--- config.mk ---
export PLATFORM = sky130hd
export DESIGN_NAME = square_drawer
export DESIGN_NICKNAME = d
export VERILOG_FILES = /design/src/rtl/square_drawer.sv
export SDC_FILE = /design/constraint.sdc
export NUM_CORES = 1
export LEC_CHECK = 0
export ABC_AREA = 1
export CELL_PAD_IN_SITES_DETAIL_PLACEMENT = 1
export CELL_PAD_IN_SITES_GLOBAL_PLACEMENT = 2
export CORE_MARGIN = 3
export CORE_UTILIZATION = 36
export CTS_CLUSTER_SIZE = 8
export DETAILED_ROUTE_END_ITERATION = 7
export DONT_BUFFER_PORTS = 1
export PLACE_DENSITY = 0.91
export SLEW_MARGIN = 20
export SYNTH_ARGS = -nofsm -noshare
export SYNTH_HDL_FRONTEND = slang
export SYNTH_SLANG_ARGS = --single-unit
--- constraint.sdc ---
create_clock -name clk -period 2.9 [get_ports clk]
set_clock_uncertainty 0.05 [all_clocks]
set_input_delay 0.29 -clock clk [delete_from_list [all_inputs] [get_ports clk]]
set_output_delay 0.29 -clock clk [all_outputs]
set_load 0.03 [all_outputs]
--- src/rtl/square_drawer.sv ---
//------------------------------------------------------------------------------
// Module   : square_drawer
// Function : Requests a random corner from the location picker, then walks a
//            SIZE x SIZE square emitting one clipped pixel write per pixel.
// Revision : 1.0
//------------------------------------------------------------------------------
`default_nettype none

module square_drawer #(
  parameter int SIZE     = 20,
  parameter int SCREEN_W = 640,
  parameter int SCREEN_H = 480
) (
  input  logic        clk,
  input  logic        reset,
  input  logic        go,
  input  logic        color_in,
  output logic        loc_start,
  input  logic        loc_done,
  input  logic [10:0] loc_x,
  input  logic [10:0] loc_y,
  output logic [10:0] pix_x,
  output logic [10:0] pix_y,
  output logic        pix_color,
  output logic        pix_wr,
  input  logic        pix_ready,
  output logic        busy,
  output logic        done
);

  localparam int CW = (SIZE > 1) ? $clog2(SIZE) : 1;
  localparam logic [CW-1:0] C_LAST = CW'(SIZE - 1);

  typedef enum logic [1:0] {
    S_IDLE = 2'd0,
    S_REQ  = 2'd1,
    S_DRAW = 2'd2,
    S_FIN  = 2'd3
  } state_t;

  state_t        r_state;
  state_t        w_next;
  logic [CW-1:0] r_cx;
  logic [CW-1:0] r_cy;
  logic [10:0]   r_base_x;
  logic [10:0]   r_base_y;
  logic          r_color;
  logic [11:0]   w_sum_x;
  logic [11:0]   w_sum_y;
  logic          w_in_bounds;
  logic          w_advance;
  logic          w_last_col;
  logic          w_last_row;

  // Sums kept one bit wider so a square hanging off the right/bottom edge clips
  assign w_sum_x     = {1'b0, r_base_x} + 12'(r_cx);
  assign w_sum_y     = {1'b0, r_base_y} + 12'(r_cy);
  assign w_in_bounds = (w_sum_x < 12'(SCREEN_W)) && (w_sum_y < 12'(SCREEN_H));
  assign w_last_col  = (r_cx == C_LAST);
  assign w_last_row  = (r_cy == C_LAST);
  assign w_advance   = (r_state == S_DRAW) && (pix_ready || !w_in_bounds);

  assign pix_x     = w_sum_x[10:0];
  assign pix_y     = w_sum_y[10:0];
  assign pix_color = r_color;
  assign pix_wr    = (r_state == S_DRAW) && w_in_bounds;
  assign loc_start = (r_state == S_REQ);
  assign busy      = (r_state != S_IDLE);
  assign done      = (r_state == S_FIN);

  always_ff @(posedge clk or negedge reset) begin
    if (!reset) begin
      r_state <= S_IDLE;
    end else begin
      r_state <= w_next;
    end
  end

  always_comb begin
    w_next = r_state;
    case (r_state)
      S_IDLE:  if (go) w_next = S_REQ;
      S_REQ:   if (loc_done) w_next = S_DRAW;
      S_DRAW:  if (w_advance && w_last_col && w_last_row) w_next = S_FIN;
      S_FIN:   w_next = S_IDLE;
      default: w_next = S_IDLE;
    endcase
  end

  always_ff @(posedge clk or negedge reset) begin
    if (!reset) begin
      r_cx     <= '0;
      r_cy     <= '0;
      r_base_x <= '0;
      r_base_y <= '0;
      r_color  <= 1'b0;
    end else begin
      if ((r_state == S_IDLE) && go) begin
        r_color <= color_in;
        r_cx    <= '0;
        r_cy    <= '0;
      end
      if ((r_state == S_REQ) && loc_done) begin
        r_base_x <= loc_x;
        r_base_y <= loc_y;
      end
      if (w_advance) begin
        if (w_last_col) begin
          r_cx <= '0;
          r_cy <= w_last_row ? '0 : r_cy + CW'(1);
        end else begin
          r_cx <= r_cx + CW'(1);
        end
      end
    end
  end

endmodule

`default_nettype wire
==> run summary <==
## Min path
* **worst hold stages** 1
* **kind of path behind the tightest hold check** in2reg

## Outcome
* **outcome** complete, no violations

## Worst setup path
* **cell with the biggest individual delay on the critical path** dfrtp_2
* **delay of the slowest cell on the worst path** 440 ps
* **type of origin of the critical path** flop
* **arrival time at the worst endpoint** 2420 ps
* **logic depth of the worst register-to-register path** 15
* **required time of the critical path** 2560 ps
* **critical setup path kind** reg2out
* **cell with the most instances on the worst path** nand2_1
* **crit path max fanout** 5
* **crit path cell chain** ha_2 > fa_2 > nand2_1 > nand2_1 > nand3_1 > nand3b_1 > nand2_1 > nand2_1 > nand2_1 > nand2_2 > nor3b_4 > buf_6
* **endpoint class of the critical path** output pin

## Finish
* **Layout Area Growth over Synthesis** 14.5%
* **fraction of layout cells with a size suffix above 1** 20.5%
* **Finished Layout Cells** 418
* **n_diodes** 0
* **final instance area** 2870 µm²
* **layout net count** 388

## Placement
* **# placed instances** 407
* **buffers added on ports** 0
* **gpl congestion** 0.819
* **DPL Wire Length** 5450 µm
* **dpl cell area** 2660 µm²

## Power
* **power density over the cells** 1180 nW/µm²
* **Pint** 1570 µW
* **combinational share of power** 61.5%
* **Leak Pwr** 0.00146 µW
* **IR Drop Worst-Case VDD** 0.439 mV
* **power dissipated by switching net loads** 1800 µW
* **Clock power frac** 10.9%
* **net switching share of the total power** 53.5%
* **sequential share of power** 27.6%

## Clocking
* **clock root cell** clkbuf_8
* **CTS Buf Count** 5
* **TritonCTS clock tree** yes
* **clock buffer depth** 2
* **number of sinks driven by the clock tree** 35
* **number of H-tree branching levels** 2
* **clock slew at the register clock pins of the worst setup and hold paths** 80 ps
* **later-pin clock latency in the skew report** 290 ps

## Timing
* **share of the clock period used by the worst path** 95.0%
* **total count of max-transition violations in the final report** 0
* **relative max-transition margin** 51.5%
* **number of hold violations in the final report** 0
* **worst-margin pin slew** 725 ps
* **setup-violating endpoint count in the final report** 0
* **Highest Clock Rate** 363 MHz
* **shortest clock period the worst path allows after layout** 2760 ps

## Die
* **die boundary height** 89.4 µm
* **floorplan die width** 89.4 µm
* **starting density of the core** 38.3%
* **number of top-level pins** 55
* **count of standard-cell rows** 29
* **placeable core region** 6530 µm²
* **Die Area** 7990 µm²

## Yosys
* **Synthesized Nets** 370
* **post-synthesis sequential area ratio** 35.0%
* **Synth top cells by count** 85 x nand2_1, 37 x inv_1, 35 x dfrtp_1
* **most frequent cell after synthesis** nand2_1
* **Syn Std Cell Area** 2500 µm²
* **Unique masters post-synth** 31
* **Yosys top cell area share** 35.0%
* **cell type with the largest total area after synthesis** dfrtp_1
* **number of enable-type register cells in the synthesized netlist** 0
* **flip-flop cell with the highest count after synthesis** dfrtp_1
* **FF+latch count, synth** 35
* **syn avg cell area** 7.75 µm²
* **largest cells by area after synthesis** dfrtp_1 35%, nand2_1 13%, ha_1 8.5%
* **synthesized instance count** 323
* **share of synthesized registers carrying an async set or reset** 100%
* **Yosys Warn Count** 0

## Routing
* **initial DRC count** 65
* **vias per cell** 5.28
* **overall via count from detail_route** 2205
* **post-detailed-routing wire length** 6920 µm
* **DRC errors left** 0
* **first-pass iteration count of the detailed router** 4
* **WL per Instance** 16.5 µm
* **final antenna-violating net count** 0

## GRT
* **pin count of the biggest net entering global routing** 36
* **total global routing track utilization** 18.4%
* **wire length of the first global-routing pass** 11400 µm
* **grt total ovfl** 0
* **antenna violations before repair** 0
* **via count of the first global-routing pass** 2357

## Flow run
* **maximum capacitance violations** 0

## placed cells by master, fill, tap and decap left out, types with 3 or more instances in the layout
cell / netlist / final
nand2_1: 85 / 84
inv_1: 37 / 37
dfrtp_1: 35 / 34
nand3_1: 30 / 29
nor2_1: 27 / 26
mux2_2: 15 / 15
ha_1: 17 / 12
buf_4: 0 / 11
a21oi_1: 11 / 10
xor2_1: 9 / 9
nand2_2: 9 / 9
o21ai_1: 7 / 6
clkbuf_8: 0 / 6
nand4_1: 5 / 5
xnor2_1: 5 / 5
nor2_2: 3 / 4
ha_2: 0 / 4
nand3b_1: 3 / 3
nand2_4: 2 / 3
## stage by stage
stage | setup slack, ps | total power (µW) | hold slack (ps) | utilization, % | TNS (ps)
after global routing | -6.99 | 3640 | 85.3 | 43.9 | -6.99
after detailed placement | 182 | 2920 | -54.1 | 40.8 | 0
after floorplan | 12.7 | 2440 | -55.6 | - | 0
after global placement | 209 | 2840 | -54.1 | 40.8 | 0
final | 145 | 3370 | 95.4 | 43.9 | 0
after CTS | 58.3 | 3330 | 90.8 | 42.9 | 0
## metal layers
metal	track usage, %	up-vias	share of wire, %	wire length [µm]
li1	-	1075	-	-
met1	24.2	1086	46	3200
met2	31.6	38	49	3400
met3	3.87	6	3.8	265
met4	3.25	0	0.74	51
met5	0	-	0	0
## critical path: cells and delay by family (launching register included)
family                   cells  cell delay, ps
AND/OR/NAND/NOR              9             900
adder cells (fa/ha/maj)      2             610
flip-flops                   1             440
buffers and inverters        1             170
## power groups by stage
stage	Sequential (µW)	Combinational, µW	Clock [µW]
after floorplan	852	1580	0
after global placement	921	1920	0
after detailed placement	931	1990	0
after CTS	923	2030	382
after global routing	963	2270	408
final	930	2070	368
## cell type report
cell class | count | area, µm²
clock buffer | 6 | 82.6
clock inverter | 1 | 5.00
fill | 805 | 3670
inverter | 38 | 143
multi-input combinational | 247 | 1540
sequential | 35 | 877
tap | 77 | 96.3
timing repair buffer | 14 | 124
## repair_timing
item / CTS / global route
pin swaps: 1 / 2
endpoints found under the hold margin: 35 / 0
resized for setup: 3 / 15
endpoints found under the setup margin: 1 / 1
setup buffers: 1 / 1
hold buffers: 2 / 0
## logic make-up (layout without fill, tap and decap cells)
family	Yosys count	after routing	synth area share, %
AO/OA/AOI/OAI	25	25	5.45
XOR/XNOR	14	14	4.90
adder cells (fa/ha/maj)	19	19	10.1
buffers and inverters	41	59	6.15
flip-flops	35	35	35.0
multiplexers	15	15	6.75
AND/OR/NAND/NOR	174	174	31.7
## worst paths after layout
| check | from | to | slack, ps |
|---|---|---|---|
| setup / recovery | r_cx[0] | pix_wr | 140 |
| hold / removal | loc_y[9] | r_base_y[9] | 100 |
| setup reg to reg | r_cx[0] | r_cx[0] | 430 |
| hold reg to reg | r_base_y[0] | r_base_y[0] | 470 |
| max in group asynchronous | reset | r_cx[0] | 2180 |
| min in group asynchronous | reset | r_base_y[9] | 420 |
## flip-flops by register name, summed over array words and instances, names as in the netlist
name	count
pix_color	1
r_base_x	11
r_base_y	11
r_cy	5
r_state	2
r_cx	5
Note: power is estimated with default switching activity, not from simulation.
